[config.mk]
export PLATFORM = sky130hd
export DESIGN_NAME = midi_msg_encoder_flat
export DESIGN_NICKNAME = d
export VERILOG_FILES = /design/src/rtl/midi_msg_encoder_pkg.sv /design/src/rtl/midi_msg_encoder_if.sv /design/src/rtl/midi_msg_encoder.sv /design/src/flat_wrapper.sv
export SDC_FILE = /design/constraint.sdc
export NUM_CORES = 1
export LEC_CHECK = 0
export ABC_AREA = 1
export ABC_CLOCK_PERIOD_IN_PS = 2700
export BUFFER_PORTS_ARGS = -buffer_cell sky130_fd_sc_hd__buf_2
export CORE_UTILIZATION = 47
export DETAILED_ROUTE_END_ITERATION = 8
export PLACE_DENSITY = 0.73
export SYNTH_ARGS = -nofsm -noshare
export SYNTH_HDL_FRONTEND = slang
export SYNTH_SLANG_ARGS = --single-unit
[constraint.sdc]
create_clock -name clk96 -period 2.7 [get_ports clk96]
set_clock_uncertainty 0.2 [all_clocks]
set_input_delay 0.135 -clock clk96 [delete_from_list [all_inputs] [get_ports clk96]]
set_output_delay 0.135 -clock clk96 [all_outputs]
set_load 0.005 [all_outputs]
[src/rtl/midi_msg_encoder_pkg.sv]
// Shared MIDI encoder definitions: event codes, status nibbles, FSM states.
// Used by midi_msg_encoder and its handshake interface.
package midi_msg_encoder_pkg;

  localparam logic [1:0] EV_NOTE_OFF  = 2'b00;
  localparam logic [1:0] EV_NOTE_ON   = 2'b01;
  localparam logic [1:0] EV_KEYPRESS  = 2'b10;
  localparam logic [1:0] EV_PITCH     = 2'b11;

  localparam logic [3:0] NIB_NOTE_OFF = 4'h8;
  localparam logic [3:0] NIB_NOTE_ON  = 4'h9;
  localparam logic [3:0] NIB_KEYPRESS = 4'hA;
  localparam logic [3:0] NIB_PITCH    = 4'hE;

  typedef enum logic [1:0] {
    ST_IDLE,
    ST_STATUS,
    ST_DATA1,
    ST_DATA2
  } state_e;

  function automatic logic [3:0] status_nib(
    input logic [1:0] t,
    input bit         off_as_on
  );
    logic [3:0] nib;
    nib = NIB_NOTE_OFF;
    unique case (1'b1)
      t == EV_NOTE_OFF:
        nib = off_as_on ? NIB_NOTE_ON : NIB_NOTE_OFF;
      t == EV_NOTE_ON:  nib = NIB_NOTE_ON;
      t == EV_KEYPRESS: nib = NIB_KEYPRESS;
      t == EV_PITCH:    nib = NIB_PITCH;
      default:          nib = NIB_NOTE_OFF;
    endcase
    return nib;
  endfunction

endpackage

[src/rtl/midi_msg_encoder_if.sv]
// Event-in / byte-out handshake bundle for the MIDI message encoder.
// slave = encoder side, master = producer of events and consumer of bytes.
interface midi_msg_encoder_if;

  logic       ev_valid;
  logic       ev_ready;
  logic [1:0] ev_type;
  logic [3:0] channel;
  logic [6:0] note;
  logic [6:0] velocity;
  logic [7:0] tx_data;
  logic       tx_valid;
  logic       tx_ready;
  logic       busy;

  modport slave (
    input  ev_valid,
    input  ev_type,
    input  channel,
    input  note,
    input  velocity,
    input  tx_ready,
    output ev_ready,
    output tx_data,
    output tx_valid,
    output busy
  );

  modport master (
    output ev_valid,
    output ev_type,
    output channel,
    output note,
    output velocity,
    output tx_ready,
    input  ev_ready,
    input  tx_data,
    input  tx_valid,
    input  busy
  );

endinterface

[src/rtl/midi_msg_encoder.sv]
// Serialises one note/controller event into status, data1, data2 bytes.
// Define MIDI_RUNNING_STATUS_EN to drop repeated status bytes.
import midi_msg_encoder_pkg::*;

module midi_msg_encoder #(
`ifdef MIDI_RUNNING_STATUS_EN
  parameter int RS_TIMEOUT      = 9600000,
  parameter int RS_CNT_W        = 24,
`endif
  parameter bit NOTE_OFF_AS_ON0 = 1'b1
) (
  input  logic                clk96,
  input  logic                rst_n,
  midi_msg_encoder_if.slave   bus
);

  state_e     state;
  logic [7:0] tx_data_q;
  logic [6:0] d1_q;
  logic [6:0] d2_q;
  logic [7:0] st_byte;
  logic [6:0] d2_in;
  logic       accept;
  logic       skip_st;

  assign bus.ev_ready = (state == ST_IDLE) && rst_n;
  assign bus.tx_valid = (state != ST_IDLE);
  assign bus.busy     = (state != ST_IDLE);
  assign bus.tx_data  = tx_data_q;

  assign accept  = bus.ev_valid && bus.ev_ready;
  assign st_byte = {status_nib(bus.ev_type, NOTE_OFF_AS_ON0),
                    bus.channel};

  // note-off sent as note-on must carry zero velocity
  assign d2_in = (NOTE_OFF_AS_ON0 && bus.ev_type == EV_NOTE_OFF)
               ? 7'd0 : bus.velocity;

`ifdef MIDI_RUNNING_STATUS_EN
  localparam logic [RS_CNT_W-1:0] RS_TO = RS_CNT_W'(RS_TIMEOUT);

  logic [7:0]          last_q;
  logic                last_vld;
  logic [RS_CNT_W-1:0] idle_cnt;

  assign skip_st = last_vld && (idle_cnt < RS_TO)
                && (last_q == st_byte);

  always_ff @(posedge clk96) begin
    if (!rst_n) begin
      last_q   <= 8'h00;
      last_vld <= 1'b0;
      idle_cnt <= '0;
    end else if (accept) begin
      idle_cnt <= '0;
      if (!skip_st) begin
        last_q   <= st_byte;
        last_vld <= 1'b1;
      end
    end else if (state == ST_IDLE) begin
      if (idle_cnt < RS_TO) idle_cnt <= idle_cnt + 1'b1;
      else                  last_vld <= 1'b0;
    end
  end
`else
  assign skip_st = 1'b0;
`endif

  always_ff @(posedge clk96) begin
    if (!rst_n) begin
      state     <= ST_IDLE;
      tx_data_q <= 8'h00;
      d1_q      <= 7'd0;
      d2_q      <= 7'd0;
    end else begin
      unique case (state)
        ST_IDLE: begin
          if (accept) begin
            d1_q <= bus.note;
            d2_q <= d2_in;
            if (skip_st) begin
              state     <= ST_DATA1;
              tx_data_q <= {1'b0, bus.note};
            end else begin
              state     <= ST_STATUS;
              tx_data_q <= st_byte;
            end
          end
        end
        ST_STATUS: begin
          if (bus.tx_ready) begin
            state     <= ST_DATA1;
            tx_data_q <= {1'b0, d1_q};
          end
        end
        ST_DATA1: begin
          if (bus.tx_ready) begin
            state     <= ST_DATA2;
            tx_data_q <= {1'b0, d2_q};
          end
        end
        ST_DATA2: begin
          if (bus.tx_ready) state <= ST_IDLE;
        end
        default: state <= ST_IDLE;
      endcase
    end
  end

endmodule
[src/flat_wrapper.sv]
// flat-port wrapper written by rule: the top's interface ports become plain ports
module midi_msg_encoder_flat 
#(

  parameter bit NOTE_OFF_AS_ON0 = 1'b1
)
  (clk96, rst_n, bus_ev_valid, bus_ev_type, bus_channel, bus_note, bus_velocity, bus_tx_ready, bus_ev_ready, bus_tx_data, bus_tx_valid, bus_busy);
  midi_msg_encoder_if bus_i ();
  input  logic clk96;
  input  logic rst_n;
  input wire logic [$bits(bus_i.ev_valid)-1:0] bus_ev_valid;
  input wire logic [$bits(bus_i.ev_type)-1:0] bus_ev_type;
  input wire logic [$bits(bus_i.channel)-1:0] bus_channel;
  input wire logic [$bits(bus_i.note)-1:0] bus_note;
  input wire logic [$bits(bus_i.velocity)-1:0] bus_velocity;
  input wire logic [$bits(bus_i.tx_ready)-1:0] bus_tx_ready;
  output wire logic [$bits(bus_i.ev_ready)-1:0] bus_ev_ready;
  output wire logic [$bits(bus_i.tx_data)-1:0] bus_tx_data;
  output wire logic [$bits(bus_i.tx_valid)-1:0] bus_tx_valid;
  output wire logic [$bits(bus_i.busy)-1:0] bus_busy;
  assign bus_i.ev_valid = bus_ev_valid;
  assign bus_i.ev_type = bus_ev_type;
  assign bus_i.channel = bus_channel;
  assign bus_i.note = bus_note;
  assign bus_i.velocity = bus_velocity;
  assign bus_i.tx_ready = bus_tx_ready;
  assign bus_ev_ready = bus_i.ev_ready;
  assign bus_tx_data = bus_i.tx_data;
  assign bus_tx_valid = bus_i.tx_valid;
  assign bus_busy = bus_i.busy;
  midi_msg_encoder #(.NOTE_OFF_AS_ON0(NOTE_OFF_AS_ON0)) u_core (.clk96(clk96), .rst_n(rst_n), .bus(bus_i));
endmodule
==> results of run 1 <==
[layer usage]
layer / vias to the layer above / wire (microns) / GRT usage, %
li1: 712 / - / -
met3: 16 / 177 / 3.16
met5: - / 0 / 0
met4: 0 / 91 / 11.8
met2: 65 / 1510 / 45.0
met1: 608 / 1410 / 27.1
[tightest hold or removal path, stage by stage]
cell and delay, ns:
sky130_fd_sc_hd__buf_2 0.20, sky130_fd_sc_hd__nand4_1 0.13, sky130_fd_sc_hd__a21oi_1 0.06
[power by group]
group	internal, mW	total [mW]	switching, mW	leakage, nW
logic	0.362	0.802	0.440	0.671
clock network	0.150	0.270	0.119	0.0279
registers	0.452	0.502	0.0504	0.197
total	0.964	1.57	0.610	0.896
[cell families after synthesis]
kind of cell	Yosys count
buf+inv	32
simple gates	111
flops	24
fa+ha+maj	4
compound gates	17
[worst max-delay path by stage]
stage | endpoint | slack (ns) | cells past startpoint
after global placement | u_core.bus.tx_data[7] | 0.80 | 7
after global routing | u_core.bus.tx_data[3] | 0.11 | 8
after CTS | u_core.bus.tx_data[3] | 0.18 | 8
after floorplan | u_core.bus.tx_data[0] | 0.88 | 9
final | u_core.bus.tx_data[6] | 0.28 | 8
after detailed placement | u_core.bus.tx_data[7] | 0.73 | 7
[cell usage after synthesis (all sizes together)]
cell / number / area (sq um)
and2: 1 / 6.26
ha: 4 / 50.1
or2: 2 / 12.5
nand3: 17 / 103
o21ai: 8 / 40.0
inv: 20 / 75.1
nand4: 8 / 50.1
clkbuf: 4 / 16.3
nand2: 66 / 250
a21oi: 9 / 45.0
nor2: 17 / 63.8
dfxtp: 24 / 480
buf: 8 / 53.8
[state kept, by name (all words and copies together), names as in the netlist]
register            flops
u_core.state            2
u_core.bus.tx_data      8
u_core.d2_q             7
u_core.d1_q             7
[per-stage QoR]
stage,instances,worst slack [ns],hold slack [ns],util (%)
detailed placement,240,0.726,0.163,55.4
global route,281,0.108,0.0464,72.7
finish,281,0.280,0.0230,72.7
global placement,240,0.796,0.157,55.4
floorplan,188,0.882,0.0734,-
CTS,281,0.177,0.00140,72.3
[layout make-up]
type | instances | area (sq um)
Tap cell | 30 | 37.5
Timing Repair Buffer | 71 | 541
Clock buffer | 3 | 22.5
Clock inverter | 1 | 30.0
Sequential cell | 24 | 480
Multi-Input combinational cell | 132 | 631
Inverter | 20 | 75.1
Fill cell | 209 | 683
[what timing repair did]
action,CTS,global route
resized for setup,0,2
setup buffers,0,0
hold buffers,37,0
setup endpoints to repair,0,6
hold endpoints to repair,22,0
==> results.md, run 1 <==
- Reg clk slew, reported paths: about 0.14 ns
- Antenna diode count: 0
- Required time of the critical path: 2.74 ns
- Synthesized area: 1250 sq um
- Design Area, Final: 1820 sq um
- RD Place Congestion: 0.855
- Source of the worst hold timing path: bus_ev_valid
- Delay-heaviest family, CP: simple AND/OR/NAND/NOR gates
- Power Dens Cells: around 870 nW/um^2
- Area growth syn-to-layout: 45.8%
- Post-Synth XOR/XNOR Area: 0%
- Level count of the clock H-tree: 1
- Clock tree from TritonCTS: built
- Via count of the first global-routing pass: around 1300
- Half-perimeter wire length after detailed placement: 1870 microns
- Setup repair after global routing missed its margin: no
- Cells after Synth: 188
- Cells along the critical path: inv_1 > ha_2 > or2_2 > nand3_4 > nand2_1 > nand2_1 > nor2_1 > dlygate4sd3_1
- Total I/O pin count: 35
- Count of endpoints failing setup in the final report: 0
- Fraction of layout cells with a size suffix above 1: 17.5%
- Leak: 0.896 nW
- Placeable Area: 2500 sq um
- Die Ht: 53.5 microns
- Antenna violations before repair: 0
- Floorplan die area: 2860 sq um
- Mux cell area share after synthesis: 0%
- Syn Area/Cell: 6.63 sq um
- Post-synthesis adder-cell area fraction: 4.02%
- #FFs+latches synth: 24
- Number of instances on the worst hold path: 3
- Number of cells on the worst reg-to-reg path: 8
- Initial standard-cell utilization of the core: 49.8%
- Largest voltage drop on the vdd net: 639 uV
- Aggregate routed wire length: 3190 microns
- All-layer global routing usage: 24.5%
- Endpoint of the worst register-to-register path: u_core.bus.tx_data[6]
- Crit path largest cell delay: approximately 0.54 ns
- Number of clock sinks seen by CTS: 24
- Final #Nets: 280
- Number of buffers inserted during clock tree synthesis: 3
- Category of the worst setup path launch point: flop
- Dominant combinational cell family by area after synthesis: simple AND/OR/NAND/NOR gates
- Total congestion overflow after global routing: 0
- Share of synthesized area occupied by flip-flops and latches: 38.6%
- DRC violations left: 0
- Number of vias per cell: roughly 5
- Sum of internal, switching and leakage power: 1.57 mW
- Width of the die: 53.5 microns
- Final Max Slew Viols: 0
- Pin count of the biggest net entering global routing: 20
- Avg WL per Cell: 11.3 microns
- Clock network latency to the later pin of the worst-skew pair: 0.33 ns
- Critical-path maximum fanout: 17
- Buf+Inv Stages, Crit Path: 2
- Most numerous cell on the critical path: sky130_fd_sc_hd__nand2_1
- Warning count from the yosys run: 0
- Total number of vias: around 1400
- Root Buffer Master: sky130_fd_sc_hd__clkbuf_4
- Global-route wire length before repair: approximately 5100 microns
- Number of buffers on the longest clock path: 2
- Start of the worst register-to-register path: u_core.state[0]
- Count of nets left with antenna violations after detail routing: 0
- Worst setup startpoint: u_core.state[0]
- Fraction of the mapped netlist area in compound gates: 6.83%
- Most frequent standard cell in the layout excluding fill and tap cells: sky130_fd_sc_hd__nand2_1
- Result of the run: finished, final reports clean
- Worst slew margin relative to its limit: 69.7%
- Crit Path Category: flop to flop
- Drt pass-1 iters: 4
- Max Fclk: roughly 410 MHz
- Worst hold endpoint: u_core.d2_q[2]
- DP Area: roughly 1400 sq um
- Violation count after the first detailed-route iteration: 57
- Critical Path Slowest Stage Cell: sky130_fd_sc_hd__dlygate4sd3_1
- Share of synthesized cell area in and, or, nand and nor gates: 39.0%
- Worst Setup End Kind: flop
- Data arrival at the endpoint of the critical path: 2.46 ns
- Min cycle time layout: 2.42 ns
- Hold Violations, Final: 0
- Port Buffer Count: 34
- Post-synthesis net count: roughly 220
- Type of the most critical hold path: input port to flop
- Worst-margin pin slew: 0.454 ns
- Post-Route Setup TNS: 0 ns
- Setup slack, reg-to-reg: 0.28 ns
- Highest-count cells in the layout ignoring fill and taps: sky130_fd_sc_hd__nand2_1, sky130_fd_sc_hd__dlygate4sd3_1, sky130_fd_sc_hd__buf_2
- Number of distinct standard cells referenced by the synthesized netlist: 20
- MaxCap Viol Count: 0
- Crit share post-route: 89.6%
- Cell Rows: 18
(Power assumes the default switching activity.)
==> inputs of run 2 (changes only) <==
Settings changed: CELL_PAD_IN_SITES_DETAIL_PLACEMENT set to 1, CELL_PAD_IN_SITES_GLOBAL_PLACEMENT set to 1, CORE_UTILIZATION 47 to 37, PLACE_DENSITY 0.73 to unset, PLACE_DENSITY_LB_ADDON set to 0.1.
==> run 2 against run 1 <==
Worst hold slack lost 0.021 ns. Critical endpoint is now u_core.d1_q[1]. Die area increased by 26%. Largest power group unchanged. Largest cell class unchanged. Sequential share of layout area grew 3.0 points. Total power decreased by 13%. Count of clock-buffer cells in the layout unchanged. Critical path depth decreased by 1. Sequential cell count stayed put. Sequential power is essentially flat. First-iteration DRC count is 54% lower. Global-route usage is 3.5 points lower.
==> results.md, run 2 (same netlist as run 1, synthesis figures left out) <==
- Final #Nets: 264 (-5.7%)
- Global Route met2 Usage: 40.6% (-4.4 points)
- Avg WL per Cell: 12.1 microns (+6.9%)
- Number of buffers inserted during clock tree synthesis: 3 (unchanged)
- Violation count after the first detailed-route iteration: 26 (-54%)
- Antenna violations before repair: 0 (unchanged)
- Grt peak-use layer: met2
- Sum of internal, switching and leakage power: 1.36 mW (-13%)
- RD Place Congestion: 0.747 (-13%)
- Half-perimeter wire length after detailed placement: 2410 microns (+29%)
- Final Max Slew Viols: 0 (unchanged)
- Max FFs per register: 8 (unchanged)
- Drt pass-1 iters: 4 (unchanged)
- Fraction of layout cells with a size suffix above 1: 17.9% (+0.42 points)
- Data arrival at the endpoint of the critical path: 2.29 ns (-0.17 ns)
- DRC violations left: 0 (unchanged)
- Post-route core utilization: 52.2% (-20 points)
- Worst-margin pin slew: 0.448 ns (-0.00665 ns)
- Most frequent standard cell in the layout excluding fill and tap cells: sky130_fd_sc_hd__nand2_1
- Worst slack on hold paths: 0.00233 ns (-0.0207 ns)
- Worst slew margin relative to its limit: 70.1% (+0.44 points)
- Type of the most critical hold path: input port to flop
- Switching power of the nets: 0.588 mW (-3.7%)
- DP Area: 1400 sq um (+1.3%)
- Area of the multi-input gates: 621 sq um (-1.6%)
- Floorplan die area: 3600 sq um (+26%)
- Via count of the first global-routing pass: 1353 (+5.3%)
- Leak: 0.819 nW (-8.7%)
- Post-Route Setup TNS: 0 ns (unchanged)
- Total congestion overflow after global routing: 0 (unchanged)
- P_int: 0.774 mW (-20%)
- Crit share post-route: 82.0% (-7.6 points)
- Pin count of the biggest net entering global routing: 20 (unchanged)
- Global-route wire length before repair: 5620 microns (+10%)
- Design Area, Final: 1630 sq um (-10%)
- Port Buffer Count: 34 (unchanged)
- Post-Layout Cell Count: 278 (-1.1%)
- Crit Path Category: flop to flop
- Max Fclk: 451 MHz (+9.2%)
- Seq. cell area: 480 sq um (unchanged)
- Aggregate routed wire length: 3370 microns (+5.7%)
- Die Ht: 60.0 microns (+12%)
- Root Buffer Master: sky130_fd_sc_hd__clkbuf_4
- Total number of vias: 1351 (-3.6%)
- Relative contribution of sequential cells to total power: 37.0% (+5.1 points)
- Count of nets left with antenna violations after detail routing: 0 (unchanged)
- Power Dens Cells: 833 nW/um^2 (-3.8%)
- Category of the worst setup path launch point: flop
- MaxCap Viol Count: 0 (unchanged)
- Area growth syn-to-layout: 31.1%
- Cell Rows: 20 (+2)
- Met1 global-route usage: 22.9% (-4.3 points)
- Clock tree from TritonCTS: built
- Cell total after placement: 254 (+5.8%)
- Placeable Area: 3130 sq um (+25%)
- Count of endpoints failing setup in the final report: 0 (unchanged)
- Width of the die: 60.0 microns (+12%)
- Result of the run: finished, final reports clean
- Total I/O pin count: 35 (unchanged)
- Clock network latency to the later pin of the worst-skew pair: 0.31 ns (-0.02 ns)
- Level count of the clock H-tree: 1 (unchanged)
- Comb power frac: 51.2% (+0.2 points)
- Required time of the critical path: 2.78 ns (+0.04 ns)
- Initial standard-cell utilization of the core: 39.8% (-10 points)
- Reg clk slew, reported paths: 0.13 ns (about the same)
- Highest-count cells in the layout ignoring fill and taps: sky130_fd_sc_hd__nand2_1, sky130_fd_sc_hd__buf_2, sky130_fd_sc_hd__dfxtp_1
- Final setup slack of the worst path: 0.485 ns (+0.205 ns)
- All-layer global routing usage: 21.0% (-3.5 points)
- Critical-path maximum fanout: 15 (-2)
- Largest voltage drop on the vdd net: 288 uV (-55%)
- Setup repair after global routing missed its margin: no
- Hold Violations, Final: 0 (unchanged)
- Layout fillers: 443 (+110%)
- Number of buffers on the longest clock path: 2 (unchanged)
- Fraction of power spent switching nets: 43.2% (+4.4 points)
- Number of clock sinks seen by CTS: 24 (unchanged)
- Pre-CTS worst setup slack: 0.705 ns (-0.0215 ns)
- Min cycle time layout: 2.22 ns (-0.205 ns)
- Grt met3 use: 1.95% (-1.2 points)
- Clock power frac: 11.8% (-5.3 points)
- Number of vias per cell: 4.86 (-2.5%)
- Worst Setup End Kind: flop
- Antenna diode count: 0 (unchanged)
run 2: area by class of cell:
class / instances / area share (%)
Sequential cell: 24 / 29.4
Multi-Input combinational cell: 132 / 38.0
Clock buffer: 3 / 1.38
Tap cell: 44 / 3.37
Inverter: 20 / 4.59
Timing Repair Buffer: 55 / 23.3
run 2: worst max-delay path: stages, from the launching register on:
cell and delay, ns:
sky130_fd_sc_hd__dfxtp_1 0.35, sky130_fd_sc_hd__inv_1 0.10, sky130_fd_sc_hd__ha_1 0.29, sky130_fd_sc_hd__nand2_1 0.08, sky130_fd_sc_hd__inv_1 0.35, sky130_fd_sc_hd__nand3_1 0.14, sky130_fd_sc_hd__dlygate4sd3_1 0.59, sky130_fd_sc_hd__nand2_1 0.06
run 2: routing by layer:
| layer | routed length, microns | share of wire, % |
|---|---|---|
| met2 | 1760 | 52 |
| met4 | 82 | 2.4 |
| met3 | 95 | 2.8 |
| met5 | 0 | 0 |
| met1 | 1430 | 42 |
run 2: worst paths after layout:
check / to / cells after the start / start / slack [ns]
max: u_core.d1_q[1] / 7 / u_core.state[0] / 0.48
min: u_core.bus.tx_data[3] / 3 / rst_n / 0.002
max reg2reg: u_core.d1_q[1] / 7 / u_core.state[0] / 0.48
min reg2reg: u_core.d1_q[1] / 2 / u_core.d1_q[1] / 0.29
run 2: what timing repair did:
item / CTS / global route
endpoints found under the hold margin: 18 / 0
hold buffers: 21 / 0
gates resized for setup: 0 / 0
buffers inserted: 0 / 0
run 2: power groups by stage:
stage / clock, mW / combinational (mW) / sequential (mW)
floorplan: 0 / 0.530 / 0.510
global placement: 0 / 0.650 / 0.506
detailed placement: 0 / 0.674 / 0.514
CTS: 0.168 / 0.705 / 0.505
global route: 0.178 / 0.808 / 0.514
finish: 0.161 / 0.697 / 0.504
